[config.mk]
export PLATFORM = sky130hd
export DESIGN_NAME = pc_sequencer
export DESIGN_NICKNAME = d
export VERILOG_FILES = /design/src/rtl/pc_sequencer_pkg.sv /design/src/rtl/pc_sequencer_stack.sv /design/src/rtl/pc_sequencer.sv
export SDC_FILE = /design/constraint.sdc
export NUM_CORES = 1
export LEC_CHECK = 0
export BUFFER_PORTS_ARGS = -buffer_cell sky130_fd_sc_hd__buf_2
export CORE_MARGIN = 2
export CORE_UTILIZATION = 30
export CTS_CLUSTER_DIAMETER = 60
export CTS_CLUSTER_SIZE = 20
export DETAILED_ROUTE_END_ITERATION = 12
export PLACE_DENSITY_LB_ADDON = 0.2
export SLEW_MARGIN = 30
export SYNTH_ARGS = -nofsm -noshare
export SYNTH_HDL_FRONTEND = slang
export SYNTH_SLANG_ARGS = --single-unit
[constraint.sdc]
create_clock -name CLK -period 4.8 [get_ports CLK]
set_input_delay 0.96 -clock CLK [delete_from_list [all_inputs] [get_ports CLK]]
set_output_delay 0.96 -clock CLK [all_outputs]
set_load 0.03 [all_outputs]
[src/rtl/pc_sequencer_pkg.sv]
// Shared types and constants for the program-counter sequencer and its return stack.
package pc_sequencer_pkg;

    localparam int PC_WIDTH    = 10;
    localparam int STACK_DEPTH = 8;
    localparam int PTR_WIDTH   = $clog2(STACK_DEPTH);
    localparam int CNT_WIDTH   = $clog2(STACK_DEPTH + 1);

    localparam logic [PC_WIDTH-1:0] ISR_VECTOR = 10'h3FF;

    typedef enum logic [1:0] {
        ST_INIT  = 2'd0,
        ST_FETCH = 2'd1,
        ST_EXEC  = 2'd2,
        ST_INTR  = 2'd3
    } state_t;

    typedef enum logic [2:0] {
        BR_NONE = 3'd0,
        BR_JMP  = 3'd1,
        BR_BRCC = 3'd2,
        BR_CALL = 3'd3,
        BR_RET  = 3'd4,
        BR_RETI = 3'd5,
        BR_SEI  = 3'd6,
        BR_CLI  = 3'd7
    } br_type_t;

    // Return address for CALL; wraps at the top of the address space.
    function automatic logic [PC_WIDTH-1:0] pc_plus_one(input logic [PC_WIDTH-1:0] pc);
        return pc + PC_WIDTH'(1);
    endfunction

endpackage

[src/rtl/pc_sequencer_stack.sv]
// Eight-deep LIFO return-address stack; occupancy is reset, storage is not.
module pc_stack
    import pc_sequencer_pkg::*;
(
    input  logic                 CLK,
    input  logic                 RST,
    input  logic                 push,
    input  logic                 pop,
    input  logic [PC_WIDTH-1:0]  din,
    output logic [PC_WIDTH-1:0]  dout,
    output logic                 full,
    output logic                 empty,
    output logic [CNT_WIDTH-1:0] count
);

    logic [PC_WIDTH-1:0]  mem [STACK_DEPTH];
    logic [CNT_WIDTH-1:0] count_q;
    logic [PTR_WIDTH-1:0] wr_idx;
    logic [PTR_WIDTH-1:0] top_idx;
    logic                 do_push;
    logic                 do_pop;

    assign full    = (count_q == CNT_WIDTH'(STACK_DEPTH));
    assign empty   = (count_q == '0);
    assign count   = count_q;
    assign wr_idx  = count_q[PTR_WIDTH-1:0];
    assign top_idx = count_q[PTR_WIDTH-1:0] - PTR_WIDTH'(1);
    assign dout    = mem[top_idx];

    // Push wins if both are requested, so occupancy moves by at most one.
    assign do_push = push && !full;
    assign do_pop  = pop && !empty && !push;

    always_ff @(posedge CLK) begin
        if (RST) begin
            count_q <= '0;
        end else if (do_push) begin
            count_q <= count_q + CNT_WIDTH'(1);
        end else if (do_pop) begin
            count_q <= count_q - CNT_WIDTH'(1);
        end
    end

    always_ff @(posedge CLK) begin
        if (do_push && !RST) begin
            mem[wr_idx] <= din;
        end
    end

endmodule

[src/rtl/pc_sequencer.sv]
// Fetch/execute/interrupt sequencer driving PC load/increment strobes and a return stack.
//
// state | meaning
// INIT  | post-reset idle, all strobes low
// FETCH | latch instruction register
// EXEC  | execute strobe, PC action decoded from BR_TYPE
// INTR  | push return PC, vector to ISR, acknowledge interrupt
module pc_sequencer
    import pc_sequencer_pkg::*;
(
    input  logic                CLK,
    input  logic                RST,
    input  logic [2:0]          BR_TYPE,
    input  logic                COND,
    input  logic [PC_WIDTH-1:0] TARGET,
    input  logic [PC_WIDTH-1:0] PC_COUNT,
    input  logic                INTR,
    output logic                PC_LD,
    output logic                PC_INC,
    output logic [PC_WIDTH-1:0] PC_DIN,
    output logic                IR_LD,
    output logic                EXEC_EN,
    output logic                INT_ACK,
    output logic                I_EN,
    output logic                STK_FULL,
    output logic                STK_EMPTY,
    output logic                STK_ERR
);

    state_t               state_q;
    state_t               state_d;
    logic                 i_en_q;
    logic                 i_en_d;
    logic                 err_q;
    logic                 err_set;
    br_type_t             br;

    logic                 stk_push;
    logic                 stk_pop;
    logic [PC_WIDTH-1:0]  stk_din;
    logic [PC_WIDTH-1:0]  stk_dout;
    logic                 stk_full;
    logic                 stk_empty;
    logic [CNT_WIDTH-1:0] stk_count;

    assign br        = br_type_t'(BR_TYPE);
    assign I_EN      = i_en_q;
    assign STK_ERR   = err_q;
    assign STK_FULL  = (stk_count == CNT_WIDTH'(STACK_DEPTH));
    assign STK_EMPTY = (stk_count == '0);

    pc_stack u_stack (
        .CLK   (CLK),
        .RST   (RST),
        .push  (stk_push),
        .pop   (stk_pop),
        .din   (stk_din),
        .dout  (stk_dout),
        .full  (stk_full),
        .empty (stk_empty),
        .count (stk_count)
    );

    always_ff @(posedge CLK) begin
        if (RST) begin
            state_q <= ST_INIT;
            i_en_q  <= 1'b0;
            err_q   <= 1'b0;
        end else begin
            state_q <= state_d;
            i_en_q  <= i_en_d;
            if (err_set) begin
                err_q <= 1'b1;
            end
        end
    end

    always_comb begin
        state_d  = state_q;
        i_en_d   = i_en_q;
        err_set  = 1'b0;
        stk_push = 1'b0;
        stk_pop  = 1'b0;
        stk_din  = PC_COUNT;
        PC_LD    = 1'b0;
        PC_INC   = 1'b0;
        PC_DIN   = '0;
        IR_LD    = 1'b0;
        EXEC_EN  = 1'b0;
        INT_ACK  = 1'b0;

        unique case (state_q)
            ST_INIT: begin
                state_d = ST_FETCH;
            end

            ST_FETCH: begin
                IR_LD   = 1'b1;
                state_d = ST_EXEC;
            end

            ST_EXEC: begin
                EXEC_EN = 1'b1;
                unique case (br)
                    BR_JMP: begin
                        PC_LD  = 1'b1;
                        PC_DIN = TARGET;
                    end
                    BR_BRCC: begin
                        if (COND) begin
                            PC_LD  = 1'b1;
                            PC_DIN = TARGET;
                        end else begin
                            PC_INC = 1'b1;
                        end
                    end
                    BR_CALL: begin
                        if (!stk_full) begin
                            stk_push = 1'b1;
                            stk_din  = pc_plus_one(PC_COUNT);
                            PC_LD    = 1'b1;
                            PC_DIN   = TARGET;
                        end else begin
                            err_set = 1'b1;
                            PC_INC  = 1'b1;
                        end
                    end
                    BR_RET, BR_RETI: begin
                        // A failed return still re-enables interrupts for RETI.
                        if (!stk_empty) begin
                            stk_pop = 1'b1;
                            PC_LD   = 1'b1;
                            PC_DIN  = stk_dout;
                        end else begin
                            err_set = 1'b1;
                            PC_INC  = 1'b1;
                        end
                        if (br == BR_RETI) begin
                            i_en_d = 1'b1;
                        end
                    end
                    BR_SEI: begin
                        PC_INC = 1'b1;
                        i_en_d = 1'b1;
                    end
                    BR_CLI: begin
                        PC_INC = 1'b1;
                        i_en_d = 1'b0;
                    end
                    default: begin
                        PC_INC = 1'b1;
                    end
                endcase
                // Interrupt gating looks at the post-instruction enable value.
                state_d = (INTR && i_en_d) ? ST_INTR : ST_FETCH;
            end

            ST_INTR: begin
                INT_ACK = 1'b1;
                PC_LD   = 1'b1;
                PC_DIN  = ISR_VECTOR;
                i_en_d  = 1'b0;
                if (!stk_full) begin
                    stk_push = 1'b1;
                    stk_din  = PC_COUNT;
                end else begin
                    err_set = 1'b1;
                end
                state_d = ST_FETCH;
            end

            default: begin
                state_d = ST_INIT;
            end
        endcase
    end

endmodule

Word level (Yosys, flattened, before mapping) --
Memory sizes are Yosys's and may differ from the RTL's. Cells that the tools add are included.
Word-level totals: register bits 8, logic and storage cells 72, output and inout bits 19, memory bits (writable) 80, memories kept 1, input bits 27
Memories:
- u_stack.mem | depth 8, width 10, rd ports 1, clocked after memory_dff 0, wr ports 1, line pc_sequencer_stack.sv:16 | logic [PC_WIDTH-1:0] mem [STACK_DEPTH];
Cells by class: add/subtract/negate cells 4, reductions and logical operators 15, equality and inequality tests 11, multiplexer cells 37
Operators with widths (count):
- 10-bit two-way mux | 6
- 10-bit one-hot mux with 4 select lines | 1
- 10-bit one-hot mux with 2 select lines | 1
- 1-bit two-way mux | 17
- 3-bit equality test, second input constant | 4
- 10-bit by 1-bit adder with 10-bit output, second input constant | 1
- 1-bit one-hot mux with 2 select lines | 5
- 4-bit two-way mux | 2
- 1-bit one-hot mux with 4 select lines | 2
- 3-bit by 2-bit equality test with 1-bit output, second input constant | 2
- 2-bit one-hot mux with 3 select lines | 1
- 1-bit logical AND | 5
- 4-bit by 1-bit adder with 4-bit output, second input constant | 1
- 2-bit equality test, second input constant | 2
- 4-bit equality test, second input constant | 1
- 1-bit logical NOT | 4
- 4-bit logical NOT | 1
- 2-bit nonzero test | 2
- 2-bit OR reduction | 2
- 4-bit by 1-bit subtractor with 4-bit output, second input constant | 1
- 3-bit by 1-bit equality test with 1-bit output, second input constant | 1
- 1-bit one-hot mux with 3 select lines | 1
- 3-bit by 1-bit subtractor with 3-bit output, second input constant | 1
- 2-bit by 1-bit equality test with 1-bit output, second input constant | 1
- other kinds (2) | 2

Depth between registers and ports, before layout --
word-level depth 8, gate-level depth with buffers 13, gate-level depth less buffers 9

Cells and area by module --
From an unflattened synthesis, not the netlist that was laid out.
Unflattened totals: cells, all modules 247, area, all modules 4137.7 µm²
Modules (own cells, without submodules):
- pc_stack | area each 3452.1 µm², cells an instance 165, sequential area each 2482.4 µm², instances 1
- pc_sequencer | area each 685.7 µm², cells an instance 82, sequential area each 80.1 µm², instances 1

Worst setup path after synthesis --
OpenSTA, ideal clock, no wires.
path type reg2reg, start point reg u_stack.count_q[0] (netlist: u_stack.count[0]), end point mem u_stack.mem[0][0], enable pin, setup slack 1.431 ns, clock period less this slack 3.369 ns, required time 4.396 ns, stages on the path, launching flop included 10, library setup time 0.404 ns, buffers on the path 4, data arrival time 2.966 ns, path through dfxtp_1 -> buf_2 -> buf_2 -> inv_1 -> ha_1 -> and3b_1 -> buf_6 -> a211o_1 -> buf_2 -> nor4_1
On the way: longest elaborated chain between the ends 8, elaborated cells on any way between the ends 9, those cells by class eq/ne: 1; mux: 5; reduce/logical: 3
RTL lines:
- start: declaration | line pc_sequencer_stack.sv:17 | logic [CNT_WIDTH-1:0] count_q;
- start signal: assignment | line pc_sequencer_stack.sv:38 | count_q <= count_q + CNT_WIDTH'(1);
- start signal: assignment | line pc_sequencer_stack.sv:40 | count_q <= count_q - CNT_WIDTH'(1);
- 4-bit equality test *
- named net STK_FULL | line pc_sequencer.sv:25 | output logic STK_FULL,
- 1-bit two-way mux | line pc_sequencer.sv:118, pc_sequencer.sv:163
- 1-bit two-way mux | line pc_sequencer.sv:104 | unique case (br)
- 1-bit one-hot mux with 2 select lines | line pc_sequencer.sv:92 | unique case (state_q)
- 1-bit logical AND * | line pc_sequencer_stack.sv:31 | assign do_push = push && !full;
- 1-bit logical AND * | line pc_sequencer_stack.sv:45 | if (do_push && !RST) begin
- 1-bit two-way mux * | line pc_sequencer_stack.sv:45
- 1-bit two-way mux (implied by the code) * | line pc_sequencer_stack.sv:46 | mem[wr_idx] <= din;
- end: declaration | line pc_sequencer_stack.sv:16
Mark *: on every way through the listed nets, which the timed path passes. The rest lies on a longest branch.

Worst setup path after layout --
start point reg u_stack.count_q[1] (netlist: u_stack.count[1]), end point out PC_DIN[3]
On the way: longest elaborated chain between the ends 5, elaborated cells on any way between the ends 8, those cells by class add/sub: 1; eq/ne: 1; mux: 4; reduce/logical: 1; memory: 1
RTL lines:
- 3-bit by 1-bit subtractor with 3-bit output | line pc_sequencer_stack.sv:27 | assign top_idx = count_q[PTR_WIDTH-1:0] - PTR_WIDTH'(1);
- memory 8 x 10 bit
- 10-bit two-way mux | line pc_sequencer.sv:130 | if (!stk_empty) begin
- 10-bit one-hot mux with 4 select lines * | line pc_sequencer.sv:104
- 10-bit one-hot mux with 2 select lines * | line pc_sequencer.sv:92
- end: declaration | line pc_sequencer.sv:20 | output logic [PC_WIDTH-1:0] PC_DIN,
Mark *: on every way between the ends. The rest lies on a longest branch, timed or not.

==> flow_summary_export.csv <==
group,metric,value,unit
layout,area_growth,18.3,%
synthesis,ys_types,45,
die,die_x,119,um
critical_path,crit_chain,"inv_1, ha_1, buf_4, mux4_2, a22oi_1, nand2_1, buf_2",
synthesis,syn_nets,293,
sta,fmax,256,MHz
die,start_util,0.304,
sta,rsz0062_at_grt,"no",
min_path,min_path_type,"reg2reg",
detailed_routing,viasPerCell,4.85,
synthesis,async_flop_share,0,
critical_path,cp-start-kind,"flip-flop",
clock_network,postCtsSetupBuffers,0,
pwr,vdd_drop_max,127,uV
clock_network,cts_root_buf,"clkbuf_16",
layout,final_common_cell,"edfxtp_1",
critical_path,crit_end,"PC_DIN[3]",
synthesis,synth_edf_count,80,
die,die_h,119,um
global_routing,grt_max_degree,25,
sta,tightestPinTransition,0.888,ns
clock_network,numCtsBuffers,9,
synthesis,synth_seq_area_share,0.641,
sta,fin_tns_setup,0,ns
sta,finalClockSkew,0.00998,ns
detailed_routing,first_pass_iters,4,
placement,place.gp.congestion,0.737,
sta,relSlewSlack,0.408,
layout,layout-drive-gt1-share,0.311,
detailed_routing,antenna_left,0,
clock_network,cts_tree,"built",
clock_network,htree_levels,3,
clock_network,clock_sinks,88,
detailed_routing,wl,9290,um
sta,finalHoldViolCount,0,
detailed_routing,drt_iter0_markers,131,
critical_path,slowest_stage,"ha_1",
critical_path,crit_family,"adder cells",
layout,num_antenna_cells,0,
pwr,powerDensity,341,nW/um^2
pwr,leakage,1.65,nW
critical_path,r2r-start,"u_stack.count[1]",
critical_path,worst-path-stages,7,
synthesis,syn_area,4000,um^2
critical_path,reg2regPathDepth,9,
synthesis,syn_inst,260,
critical_path,critPathLaunch,"u_stack.count[1]",
global_routing,grt_pass1_vias,2469,
critical_path,cp_slowest_stage_delay,0.83,ns
sta,fin_crit_sh,0.814,
synthesis,ys_seq_elements,88,
critical_path,endpoint_kind,"output pin",
critical_path,reg2reg_to,"u_stack.count[3]",
sta,setup_violations,0,
die,io_pins,46,
sta,fin_crit,3.91,ns
detailed_routing,wl_per_cell,18.8,um
critical_path,r2r_setup_slack,1.60,ns
die,fp-row-count,42,
die,core-area,13100,um^2
clock_network,insertion_delay,0.33,ns
critical_path,path_max_fanout,15,
global_routing,overflow,0,
clock_network,hold_buffers,0,
global_routing,grt_pass1_wl,14700,um
layout,nFillCells,1282,
status,outcome,"completed",
synthesis,ys.flop_type,"edfxtp_1",
die,dieArea,14300,um^2
critical_path,crit_type,"reg2out",
critical_path,cp.arrival,2.95,ns
clock_network,cts_repair_resize_count,0,
flow_run,cap_violations,0,
sta,drv_slew,0,
placement,portBuffers,45,
synthesis,syn_area_per_cell,15.4,um^2
clock_network,clkTransAtPathRegs,0.06,ns
layout,nNetsFinal,347,
critical_path,worstPathBufferInverterCount,3,
detailed_routing,route.detailed.drc,0,
detailed_routing,vias,2396,
layout,layout_common_cells,"edfxtp_1, buf_2, nand2_1, mux4_2, a21oi_1",
placement,place_hpwl,6080,um
synthesis,ys_warn_count,0,
critical_path,critPathRequiredTime,3.84,ns
layout,postLayoutCoreUtil,0.360,
clock_network,cts.path.max_buffers,2,
global_routing,grt_usage,0.140,
global_routing,antenna_found_initial,0,
[state kept, by name, summed over array words and instances, names as in the netlist]
register,cells
u_stack.count,4
state_q,2
I_EN,1
u_stack.mem,80
STK_ERR,1
[cells by family (layout without fill, tap and decap cells)]
| logic type | count (synthesis) | in the layout | share of synthesized area |
|---|---|---|---|
| DFF | 88 | 88 | 0.641 |
| and+or+nand+nor | 71 | 71 | 0.0974 |
| AOI/OAI and AO/OA | 38 | 38 | 0.0673 |
| muxes | 24 | 24 | 0.123 |
| buffers and inverters | 22 | 80 | 0.0263 |
| xor gates and xnor gates | 11 | 11 | 0.0241 |
| adders and majority gates | 6 | 6 | 0.0207 |
[cell usage after synthesis (2+ instances only)]
library cell  count  area, um^2
nor3_1            5        25.0
xor2_1            7        61.3
mux2i_1           3        30.0
a211oi_1          2        15.0
nand4b_1          2        17.5
ha_1              5        62.6
a21oi_1          14        70.1
inv_1             9        33.8
dfxtp_1           8         160
edfxtp_1         80        2400
nor4_1            4        25.0
nand3_1           6        30.0
nand2_1          24        90.1
xnor2_1           4        35.0
nor2_1            8        30.0
nand4_1           3        18.8
nor2_2            2        12.5
mux4_2           20         450
o21a_1            2        15.0
buf_6             2        22.5
nand2b_1          4        25.0
and3b_1           2        17.5
a22oi_1          11        82.6
clkbuf_1          5        18.8
a31oi_1           2        12.5
and4_1            2        17.5
buf_2             6        30.0
[power by group]
part           switching, mW  internal, mW  total, mW
Sequential           0.00782         0.842      0.849
Combinational          0.100        0.0629      0.163
Clock                  0.256         0.342      0.598
[per-stage QoR]
stage	area, um^2	power (mW)	std cells	setup slack (ns)	hold WS [ns]
final	4730	1.61	494	0.892	0.477
after CTS	4730	1.64	494	0.835	0.477
after floorplan	4000	0.977	260	1.43	0.545
after global placement	4470	1.03	479	1.12	0.464
after global routing	4730	1.68	494	0.649	0.484
after detailed placement	4470	1.03	479	1.11	0.453
[how the worst min path moves through the flow]
| stage | cells after the start | slack (ns) | end | from |
|---|---|---|---|---|
| 5_1_grt | 1 | 0.48 | STK_ERR | STK_ERR |
| 4_1_cts | 1 | 0.48 | STK_ERR | STK_ERR |
| 3_5_place_dp | 1 | 0.45 | STK_ERR | STK_ERR |
| 3_3_place_gp | 1 | 0.46 | STK_ERR | STK_ERR |
| 6_report | 1 | 0.48 | STK_ERR | STK_ERR |
| 2_1_floorplan | 2 | 0.54 | u_stack.count[1] | u_stack.count[1] |
[layer usage]
layer  GRT usage  wire (um)  vias up
met5           0          0        -
met4      0.0529         35        0
met3      0.0249        463        2
met2       0.222       4440       70
met1       0.193       4350     1189
li1            -          -     1135
[layout make-up]
class,instances,area [um^2],share of cell area
flip-flops and latches,88,2560,0.542
multi-input cells,150,1350,0.285
repair buffers,56,308,0.0651
clock buffers,10,229,0.0485
well taps,176,220,0.0466
inverters,9,33.8,0.00715
clock inverters,5,25.0,0.00530
(Power assumes the default switching activity.)
